==> config.mk <==
export PLATFORM = sky130hd
export DESIGN_NAME = mda_motor_control_multi
export DESIGN_NICKNAME = d
export VERILOG_FILES = /design/src/rtl/mda_motor_control_multi.sv
export SDC_FILE = /design/constraint.sdc
export NUM_CORES = 1
export LEC_CHECK = 0
export ABC_AREA = 0
export CAP_MARGIN = 5
export CORE_MARGIN = 5
export CORE_UTILIZATION = 40
export DETAILED_ROUTE_END_ITERATION = 6
export GPL_TIMING_DRIVEN = 0
export PLACE_DENSITY_LB_ADDON = 0.15
export RECOVER_POWER = 50
export SKIP_LAST_GASP = 1
export SLEW_MARGIN = 5
export SYNTH_ARGS = -nofsm -noshare
export SYNTH_HDL_FRONTEND = slang
export SYNTH_SLANG_ARGS = --single-unit
==> constraint.sdc <==
create_clock -name clk -period 3.02 [get_ports clk]
set_input_delay 0.604 -clock clk [delete_from_list [all_inputs] [get_ports clk]]
set_output_delay 0.604 -clock clk [all_outputs]
set_load 0.005 [all_outputs]
==> src/rtl/mda_motor_control_multi.sv <==
// Multi-channel H-bridge PWM driver: one shared period counter, per-channel
// IDLE/DRIVE/DEAD state machines with dead time on every direction reversal.
module mda_motor_control_multi #(
  parameter int NUM_CH   = 4,
  parameter int PERIOD_W = 16,
  parameter int DEAD_CYC = 32
) (
  input  logic                         clk,
  input  logic                         reset,
  input  logic                         update,
  input  logic [NUM_CH-1:0]            dir,
  input  logic [NUM_CH-1:0]            on,
  input  logic [PERIOD_W-1:0]          period,
  input  logic [NUM_CH*PERIOD_W-1:0]   duty_cycle,
  output logic [4*NUM_CH-1:0]          out,
  output logic                         update_pending,
  output logic                         period_start
);

  typedef enum logic [1:0] {IDLE, DRIVE, DEAD} state_t;

  localparam logic [7:0] DEAD_INIT = 8'(DEAD_CYC);

  logic [PERIOD_W-1:0]        cnt;
  logic [PERIOD_W-1:0]        period_act, period_pnd, period_nxt;
  logic [NUM_CH-1:0]          dir_act, dir_pnd, dir_nxt;
  logic [NUM_CH-1:0]          on_act, on_pnd, on_nxt;
  logic [NUM_CH*PERIOD_W-1:0] duty_act, duty_pnd, duty_nxt;
  logic                       boundary;

  assign boundary = (cnt == period_act);

  // Values that become active after this edge; an update in the boundary
  // cycle bypasses the pending registers so it takes effect immediately.
  always_comb begin
    period_nxt = period_act;
    dir_nxt    = dir_act;
    on_nxt     = on_act;
    duty_nxt   = duty_act;
    if (boundary && update) begin
      period_nxt = period;
      dir_nxt    = dir;
      on_nxt     = on;
      duty_nxt   = duty_cycle;
    end else if (boundary && update_pending) begin
      period_nxt = period_pnd;
      dir_nxt    = dir_pnd;
      on_nxt     = on_pnd;
      duty_nxt   = duty_pnd;
    end
  end

  always_ff @(posedge clk) begin
    if (reset) begin
      cnt            <= '0;
      period_act     <= '0;
      period_pnd     <= '0;
      dir_act        <= '0;
      dir_pnd        <= '0;
      on_act         <= '0;
      on_pnd         <= '0;
      duty_act       <= '0;
      duty_pnd       <= '0;
      update_pending <= 1'b0;
      period_start   <= 1'b0;
    end else begin
      cnt          <= boundary ? '0 : cnt + 1'b1;
      period_start <= (cnt == '0);
      period_act   <= period_nxt;
      dir_act      <= dir_nxt;
      on_act       <= on_nxt;
      duty_act     <= duty_nxt;
      if (update) begin
        period_pnd <= period;
        dir_pnd    <= dir;
        on_pnd     <= on;
        duty_pnd   <= duty_cycle;
      end
      update_pending <= boundary ? 1'b0 : (update_pending | update);
    end
  end

  for (genvar g = 0; g < NUM_CH; g++) begin : g_ch
    state_t     st, st_n;
    logic [7:0] dcnt, dcnt_n;
    logic       ddir, ddir_n, pwm;
    logic [3:0] gate, gate_n;

    assign pwm = (cnt < duty_act[g*PERIOD_W +: PERIOD_W]);

    always_comb begin
      st_n   = st;
      dcnt_n = dcnt;
      ddir_n = ddir;
      gate_n = 4'b0000;
      case (st)
        IDLE: begin
          if (boundary && on_nxt[g]) begin
            st_n   = DRIVE;
            ddir_n = dir_nxt[g];
          end
        end
        DRIVE: begin
          // {HA,LA,HB,LB}: the low side of the opposite leg stays on
          gate_n = ddir ? {pwm, 1'b0, 1'b0, 1'b1} : {1'b0, 1'b1, pwm, 1'b0};
          if (boundary && !on_nxt[g]) begin
            st_n = IDLE;
          end else if (boundary && (dir_nxt[g] != ddir)) begin
            st_n   = DEAD;
            dcnt_n = DEAD_INIT;
            ddir_n = dir_nxt[g];
          end
        end
        DEAD: begin
          if (boundary && (dir_nxt[g] != ddir)) begin
            dcnt_n = DEAD_INIT;
            ddir_n = dir_nxt[g];
          end else if (dcnt <= 8'd1) begin
            dcnt_n = 8'd0;
            st_n   = on_nxt[g] ? DRIVE : IDLE;
            ddir_n = dir_nxt[g];
          end else begin
            dcnt_n = dcnt - 8'd1;
          end
        end
        default: st_n = IDLE;
      endcase
    end

    always_ff @(posedge clk) begin
      if (reset) begin
        st   <= IDLE;
        dcnt <= 8'd0;
        ddir <= 1'b0;
        gate <= 4'b0000;
      end else begin
        st   <= st_n;
        dcnt <= dcnt_n;
        ddir <= ddir_n;
        gate <= gate_n;
      end
    end

    assign out[4*g +: 4] = gate;
  end

endmodule

==> flow_summary.yaml, run 1 <==
grt:
  grt_overflow: 0
  grt_max_degree: 15
  grt_pass1_vias: 10950
  grt_pass1_wl_mm: 61.06
  grt_usage: 0.2127
  antenna_found_initial: 0
logic_synthesis:
  ys_ff_latch: 254
  seq_area_frac_synth: 0.3996
  synth_cell_types: 70
  postSynthCellCount: 1508
  synth_most_common_cell: "nor2_1"
  synthTopCellsByCount: "322 x nor2_1, 254 x dfxtp_1, 91 x o21ai_0"
  yosys_most_used_dff: "dfxtp_1"
  yosysTopAreaCell: "dfxtp_1"
  yosysTopAreaCellShare: 0.3996
  ys.warnings.count: 0
  syn_area_um2: 12730
  synth.area.top_cells: "dfxtp_1 40%, nor2_1 9.5%, mux2i_1 6.9%, ha_1 6.9%, o21ai_0 3.6%"
  synth-edff-count: 0
  avgSynthCellArea_um2: 8.439
  ys_async_sr_fraction: 0
  syn_nets: 1669
final_layout:
  fin_area_um2: 15390
  fin_nets: 1808
  drive_gt1_frac: 0.08089
  utilization: 0.4891
  n_antenna_cell: 0
  syn_to_final_growth_pct: 20.97
  fin_cells: 2071
critical_path:
  max_stage_delay_ns: 0.61
  cp-start-kind: "input port"
  cpLargestDelayFamily: "buffers and inverters"
  arrival_ns: 3.36
  critical_path_class: "input port to flip-flop"
  critical_path.cell_chain: "clkdlybuf4s50_1 > buf_2 > buf_2 > buf_2 > buf_2 > buf_1 > nand2_1 > o221a_2"
  cp_data_required_time_ns: 3.45
  cpMostUsedCell: "buf_2"
  cp_num_buf_inv: 6
  r2r_start: "cnt[10]"
  worstSetupStartpoint: "update"
  crit_fanout: 10
  endpoint_kind: "flip-flop"
  slowest_stage: "buf_1"
flow_run:
  drv_cap: 0
clock_tree:
  cts_buffers: 29
  insertion_delay_ns: 0.55
  hold_buffers: 0
  root_buffer: "clkbuf_16"
  htreeDepth: 1
  clock-sinks: 254
  cts.path.max_buffers: 3
  cts_tree: "yes"
  clk_pin_slew_ns: 0.06
timing:
  skew_ns: 0.02348
  tns_ns: 0
  rsz0062_at_grt: "yes"
  fin_crit_sh: 0.9696
  worstMarginPinSlew_ns: 1.079
  hold_slack_ns: 0.4713
  fin_crit_ns: 2.928
  maxClockFrequency_mhz: 341.5
  drv_slew: 0
  final_hold_viol_count: 0
  maxSlewHeadroom: 0.2808
  setup_viol: 0
floorplan:
  die-area_um2: 35480
  ios: 109
  num_rows: 65
  initial_core_util: 0.4043
  die_w_um: 188.4
  die_h_um: 188.4
  core_um2: 31470
route:
  wl_mm: 38.71
  drc: 0
  drt_first_pass_iters: 7
  vias_per_cell: 5.411
  wl_per_cell_um: 18.69
  drt_iter0_markers: 830
  ant_nets: 0
  vias: 11210
placed_design:
  place_hpwl_mm: 27.94
  port_buffers: 107
  post_dp_cell_area_um2: 14300
  dp.cells: 2017
  gp_congestion: 0.8562
worst_hold_path:
  worstHoldPathType: "flip-flop to flip-flop"
  hp-start: "g_ch[2].dcnt[7]"
power:
  pwr-share-comb: 0.460
  internal_power_uw: 8716
  leakage_uw: 0.006395
  swShare: 0.4129
  peakVddDrop_mv: 0.5578
  clockPowerShare: 0.247
  p_seq_frac: 0.293
  power_density_nw_per_um2: 964.3
  p_switching_uw: 6130
run_status:
  status: "finished clean"
## what timing repair did
| action | 4_1_cts | 5_1_grt |
|---|---|---|
| pin swaps | 1 | 1 |
| buffers inserted | 1 | 0 |
| resized for setup | 13 | 20 |
| setup endpoints to repair | 148 | 46 |
## power groups by stage
stage,registers (uW),logic (uW),clock network [uW]
floorplan,4320,4730,0
global placement,4390,6600,0
detailed placement,4410,6680,0
CTS,4340,6770,3750
global route,4420,7630,3900
finish,4350,6830,3670
## final cells by class
type | instances | area [um^2]
plain buffers | 90 | 435.4
fillers | 3049 | 16080
multi-input cells | 1077 | 6933
clock buffers | 44 | 912.1
flip-flops and latches | 254 | 5102
inverters | 87 | 326.6
repair buffers | 108 | 1079
clock inverters | 9 | 103.9
well taps | 402 | 503.0
## worst paths after layout
path | slack, ns | cells after the start | end
max | 0.09 | 8 | duty_act[54]
min | 0.47 | 1 | g_ch[2].dcnt[7]
max reg2reg | 0.15 | 9 | period_act[2]
min reg2reg | 0.47 | 1 | g_ch[2].dcnt[7]
## registers in the layout, summed over array words and instances (netlist names), 8 cells and up
name	cells
cnt	16
g_ch.st	8
period_act	16
g_ch.dcnt	32
period_pnd	16
duty_act	64
duty_pnd	64
g_ch.gate	16
## layer usage
layer,up-vias,wire length [um],global-route usage
li1,5555,-,-
met1,5287,17670,0.2848
met5,-,0,0
met2,299,17900,0.3589
met3,66,1947,0.03205
met4,0,1200,0.05942
## cells by family after synthesis
logic type / count (synthesis) / share of synthesized area
xor gates and xnor gates: 40 / 0.02812
AOI/OAI and AO/OA: 335 / 0.1788
muxes: 91 / 0.07187
and+or+nand+nor: 541 / 0.1942
DFF: 254 / 0.3996
adders and majority gates: 70 / 0.06882
buffers and inverters: 177 / 0.05860
## metrics by stage
stage               worst slack (ns)  power (uW)
floorplan                     0.6747        9049
global placement             -0.7118       11000
detailed placement           -0.7470       11090
CTS                          0.07355       14870
global route              -0.0005600       15960
finish                       0.09170       14850
## cells in the final DEF (no fill, tap or decap), drive strengths merged, types with 9 or more instances in the layout
cell type / count
xor2: 28
nor2: 322
a21o: 29
a211oi: 53
nand2b: 19
dfxtp: 254
and3: 9
nand3: 26
buf: 40
a31oi: 13
dlygate4sd3: 18
a21oi: 41
mux2i: 88
inv: 87
clkbuf: 95
nand2: 72
nor2b: 15
a2111oi: 43
nor3: 13
o21ai: 96
ha: 70
clkdlybuf4s50: 89
o211ai: 11
xnor2: 12
nor4: 16
Note: power is estimated with default switching activity, not from simulation.
==> run 2: changes to the inputs <==
--- a/config.mk
+++ b/config.mk
@@ -7,8 +7,9 @@
 export LEC_CHECK = 0
 export ABC_AREA = 0
 export CAP_MARGIN = 5
+export CORE_ASPECT_RATIO = 0.6
 export CORE_MARGIN = 5
-export CORE_UTILIZATION = 40
+export CORE_UTILIZATION = 30
 export DETAILED_ROUTE_END_ITERATION = 6
 export GPL_TIMING_DRIVEN = 0
 export PLACE_DENSITY_LB_ADDON = 0.15
==> run 2 against run 1 <==
Effect of this change:
- clock skew is essentially flat
- combinational power grew 5.7%
- routed wire length grew 15%
- flip-flop and latch count is the same
- worst hold slack gained 0.0039 ns
- count of clock-buffer cells in the layout shrank 9
==> flow_summary.yaml, run 2 (synthesis results as in run 1) <==
worst_hold_path:
  hp-start: "period_act[12]"
  holdPathEnd: "period_act[12]"
  worstHoldPathType: "flip-flop to flip-flop"
  holdPathStages: 2
timing:
  fin_crit_ns: 2.908
  skew_ns: 0.02386
  setup_viol: 0
  maxClockFrequency_mhz: 343.9
  maxSlewHeadroom: 0.2414
  final_hold_viol_count: 0
  drv_slew: 0
  rsz0062_at_grt: "yes"
  fin_crit_sh: 0.9630
  tns_ns: 0
  worstMarginPinSlew_ns: 1.128
critical_path:
  ff2ff_path_depth: 9
  critical_path.cell_chain: "xor2_1 > nor4_4 > and4_1 > buf_6 > mux2i_1 > nand2_1 > xnor2_2 > o21ai_4 > a311oi_1"
  max_stage_delay_ns: 0.60
  r2r_start: "cnt[10]"
  crit_cells: 9
  crit_fanout: 10
  timing.rr.end: "g_ch[1].dcnt[6]"
  cp-start-kind: "flip-flop"
  cp_data_required_time_ns: 3.48
  rrSetupSlack_ns: 0.11
  critical_path_class: "flip-flop to flip-flop"
  cp_num_buf_inv: 1
  cpLargestDelayFamily: "simple AND/OR/NAND/NOR gates"
  arrival_ns: 3.37
  slowest_stage: "dfxtp_2"
  endpoint_kind: "flip-flop"
power:
  power_density_nw_per_um2: 966.3
  p_seq_frac: 0.290
  pwr-share-comb: 0.482
  peakVddDrop_mv: 0.6995
  p_switching_uw: 6581
  internal_power_uw: 8408
  leakage_uw: 0.006359
  clockPowerShare: 0.228
  swShare: 0.4391
floorplan:
  die_w_um: 275.9
  initial_core_util: 0.3039
  die_h_um: 169.5
  num_rows: 58
  die-area_um2: 46770
  core_um2: 41870
  ios: 109
clock_tree:
  cts_tree: "yes"
  insertion_delay_ns: 0.57
  root_buffer: "clkbuf_16"
  cts.path.max_buffers: 3
  htreeDepth: 1
  post-cts-setup-buffers: 0
  hold_buffers: 0
  clk_pin_slew_ns: 0.06
  clock-sinks: 254
  cts_buffers: 27
route:
  vias: 11350
  drt_iter0_markers: 1056
  drt_first_pass_iters: 5
  wl_per_cell_um: 20.01
  vias_per_cell: 5.079
  ant_nets: 0
  drc: 0
  wl_mm: 44.71
flow_run:
  drv_cap: 0
grt:
  grt_pass1_wl_mm: 67.59
  antenna_found_initial: 0
  grt_max_degree: 14
  grt_usage: 0.1872
  grt_pass1_vias: 11040
  grt_overflow: 0
final_layout:
  syn_to_final_growth_pct: 21.89
  n_antenna_cell: 0
  final_cell_mix: "322 x nor2_1, 239 x dfxtp_1, 91 x o21ai_0"
  fin_nets: 1805
  reg.largest.list: "duty_act x64, duty_pnd x64, g_ch.dcnt x32"
  drive_gt1_frac: 0.08113
  mostFrequentLayoutCell: "nor2_1"
  fillers: 4312
  utilization: 0.3704
run_status:
  status: "finished clean"
placed_design:
  port_buffers: 107
  place_hpwl_mm: 32.92
  gp_congestion: 0.8621
-- run 2: how the worst max path moves through the flow --
stage,startpoint,endpoint,slack [ns]
5_1_grt,cnt[10],duty_act[36],-0.02
2_1_floorplan,update,duty_pnd[15],0.67
3_5_place_dp,update,on_pnd[3],-0.59
4_1_cts,update,duty_pnd[63],0.006
6_report,cnt[10],g_ch[1].dcnt[6],0.11
3_3_place_gp,update,period_pnd[11],-0.54
-- run 2: area by class of cell --
| cell class | instances | area, um^2 | area share |
|---|---|---|---|
| multi-input cells | 1077 | 6950 | 0.4481 |
| repair buffers | 107 | 1071 | 0.06905 |
| plain buffers | 90 | 452.9 | 0.02920 |
| flip-flops and latches | 254 | 5124 | 0.3303 |
| clock buffers | 35 | 745.7 | 0.04808 |
| clock inverters | 14 | 127.6 | 0.008228 |
| inverters | 87 | 326.6 | 0.02105 |
| well taps | 570 | 713.2 | 0.04598 |
-- run 2: worst min-delay path, cell delays in order, from the launching register on --
cell and delay (ns):
dfxtp_1 0.32, nand2_1 0.05, o21ai_0 0.06
-- run 2: metal layers --
metal / routed length, um / vias to the layer above / share of wire / global-route usage
met1: 23470 / 5458 / 0.52 / 0.2912
met3: 2686 / 41 / 0.060 / 0.03730
met4: 557 / 0 / 0.012 / 0.02495
li1: - / 5556 / - / -
met2: 18000 / 292 / 0.40 / 0.2729
met5: 0 / - / 0 / 0
-- run 2: power by group through the flow --
stage,registers (uW),clock network [uW],logic (uW)
floorplan,4320,0,4730
global placement,4410,0,6890
detailed placement,4420,0,7000
CTS,4350,3500,7110
global route,4420,3630,8050
finish,4350,3420,7220
-- run 2: repair_timing --
| action | CTS | global route |
|---|---|---|
| pin swaps | 0 | 1 |
| endpoints found under the setup margin | 139 | 144 |
| gates resized for setup | 22 | 33 |
-- run 2: stage by stage --
step | hold slack (ns) | cells | power, uW | setup slack (ns) | instance area, um^2
final | 0.4752 | 2234 | 14990 | 0.1118 | 15510
after global placement | 0.4602 | 2185 | 11300 | -0.5419 | 14510
after global routing | 0.5122 | 2234 | 16110 | -0.02308 | 15510
after CTS | 0.4770 | 2234 | 14960 | 0.005910 | 15430
after floorplan | 0.4401 | 1508 | 9049 | 0.6747 | 12730
after detailed placement | 0.4659 | 2185 | 11430 | -0.5904 | 14510
==> run 3: changes to the inputs <==
--- a/config.mk
+++ b/config.mk
@@ -9,7 +9,7 @@
 export CAP_MARGIN = 5
 export CORE_ASPECT_RATIO = 0.6
 export CORE_MARGIN = 5
-export CORE_UTILIZATION = 30
+export CORE_UTILIZATION = 58
 export DETAILED_ROUTE_END_ITERATION = 6
 export GPL_TIMING_DRIVEN = 0
 export PLACE_DENSITY_LB_ADDON = 0.15
==> run 3 against run 2 <==
Effect of this change:
- power shrank 1.3%
- first-iteration DRC count grew 18%
- highest routed layer unchanged
- combinational power is 2% lower
- register-to-register slack worse by 0.098 ns
- largest cell class unchanged
- worst setup slack worse by 0.098 ns
==> flow_summary.yaml, run 3 (synthesis results as in run 1) <==
route:
  drc: 0
  vias_per_cell: 6.104
  ant_nets: 0
  vias: 11870
  wl_per_cell_um: 20.02
  drt_first_pass_iters: 7
  wl_mm: 38.93
  drt_iter0_markers: 1248
timing:
  maxSlewHeadroom: 0.2610
  drv_slew: 0
  fin_crit_ns: 3.007
  setup_viol: 0
  skew_ns: 0.009816
  worstMarginPinSlew_ns: 1.098
  rsz0062_at_grt: "yes"
  fin_crit_sh: 0.9955
  layout_setup_ws_ns: 0.01349
  tns_ns: 0
  final_hold_viol_count: 0
  maxClockFrequency_mhz: 332.6
  hold_slack_ns: 0.4715
power:
  internal_power_uw: 8497
  pwr-share-comb: 0.478
  leakage_uw: 0.006341
  clockPowerShare: 0.227
  peakVddDrop_mv: 0.5148
  finalPower_uw: 14800
  p_seq_frac: 0.295
  swShare: 0.4258
  power_density_nw_per_um2: 979.1
  p_switching_uw: 6301
clock_tree:
  cts_tree: "yes"
  hold_buffers: 0
  cts_buffers: 24
  root_buffer: "clkbuf_16"
  post-cts-setup-buffers: 0
  clock-sinks: 254
  htreeDepth: 1
  clk_pin_slew_ns: 0.07
  insertion_delay_ns: 0.53
  cts.path.max_buffers: 3
worst_hold_path:
  holdPathEnd: "period_act[9]"
  hp-start: "period_act[9]"
  holdPathStages: 2
  worstHoldPathType: "flip-flop to flip-flop"
placed_design:
  dp.cells: 1901
  gp_congestion: 0.9047
  post-place-ws_ns: -0.5622
  port_buffers: 107
  place_hpwl_mm: 28.05
critical_path:
  cp_data_required_time_ns: 3.44
  ff2ff_path_depth: 10
  critical_path_class: "flip-flop to flip-flop"
  max_stage_delay_ns: 0.75
  critical_path.cell_chain: "xor2_1 > nor4_2 > nand4_2 > clkbuf_4 > buf_6 > nor2_1 > buf_4 > buf_4 > nor2_1 > a211oi_1"
  rrSetupSlack_ns: 0.01
  cp-start-kind: "flip-flop"
  timing.rr.end: "duty_act[27]"
  slowest_stage: "dfxtp_1"
  endpoint_kind: "flip-flop"
  crit_fanout: 10
  r2r_start: "cnt[15]"
  arrival_ns: 3.43
final_layout:
  drive_gt1_frac: 0.07957
  fin_cells: 1945
  reg.largest.list: "duty_act x64, duty_pnd x64, g_ch.dcnt x32"
  final_cell_mix: "322 x nor2_1, 240 x dfxtp_1, 91 x o21ai_0"
  n_antenna_cell: 0
  mostFrequentLayoutCell: "nor2_1"
  fin_nets: 1802
  syn_to_final_growth_pct: 18.77
grt:
  grt_pass1_vias: 11270
  grt_max_degree: 16
  grt_pass1_wl_mm: 60.92
  antenna_found_initial: 0
  grt_overflow: 0
  grt_usage: 0.2965
floorplan:
  die-area_um2: 25100
  die_w_um: 201.2
  die_h_um: 124.7
  core_um2: 21810
  initial_core_util: 0.5835
  ios: 109
  num_rows: 42
run_status:
  status: "finished clean"
flow_run:
  drv_cap: 0
==> run 3: changes by cell type in the layout (fill, tap and decap cells not counted), moves of 2 or more <==
cell,change
dfxtp_4,-6
buf_2,-2
dfxtp_2,+5
clkbuf_16,-2
clkbuf_8,-2
bufinv_16,+3
clkbuf_4,+3
clkdlybuf4s15_1,-2
clkinv_2,-2
inv_6,-2
==> run 3: cell type report <==
type	instances	area, um^2
Multi-Input combinational cell	1077	6939
Fill cell	1743	6694
Sequential cell	254	5107
Timing Repair Buffer	107	1071
Clock buffer	29	660.6
Buffer	90	445.4
Tap cell	286	357.8
Inverter	87	326.6
Clock inverter	15	206.4
==> run 3: critical path, delay by kind of cell (launching register included) <==
kind | cells | cell delay, ns
AO/OA/AOI/OAI | 1 | 0.26
AND/OR/NAND/NOR | 4 | 0.76
buffers and inverters | 4 | 0.94
flip-flops | 1 | 0.75
XOR/XNOR | 1 | 0.19
==> run 3: power groups by stage <==
stage	sequential (uW)	clock, uW	combinational (uW)
finish	4370	3360	7070
detailed placement	4420	0	6690
CTS	4350	3380	6770
floorplan	4320	0	4730
global route	4420	3530	7720
global placement	4390	0	6490
==> run 3: stage by stage <==
stage               utilization  area [um^2]
floorplan                     -        12730
global placement         0.6491        14150
detailed placement       0.6491        14150
CTS                      0.6894        15040
global route             0.6931        15110
finish                   0.6931        15110
==> run 3: worst max-delay path by stage <==
stage,startpoint,depth (start not counted),end
floorplan,update,8,duty_pnd[15]
global placement,update,9,period_pnd[11]
detailed placement,update,9,duty_pnd[63]
CTS,cnt[10],8,period_act[11]
global route,cnt[9],9,g_ch[1].dcnt[6]
finish,cnt[15],10,duty_act[27]
==> run 3: per-layer routing <==
layer / global-route usage / routed length [um] / vias to the layer above
met2: 0.4293 / 15850 / 644
met1: 0.4376 / 17570 / 5609
li1: - / - / 5532
met4: 0.07871 / 975 / 0
met3: 0.07754 / 4540 / 87
met5: 0 / 0 / -
==> run 3: repair_timing <==
item                       in CTS  in global routing
hold endpoints to repair        0                  0
setup endpoints to repair     110                100
resized for setup              10                 39
gates cloned                    0                  0
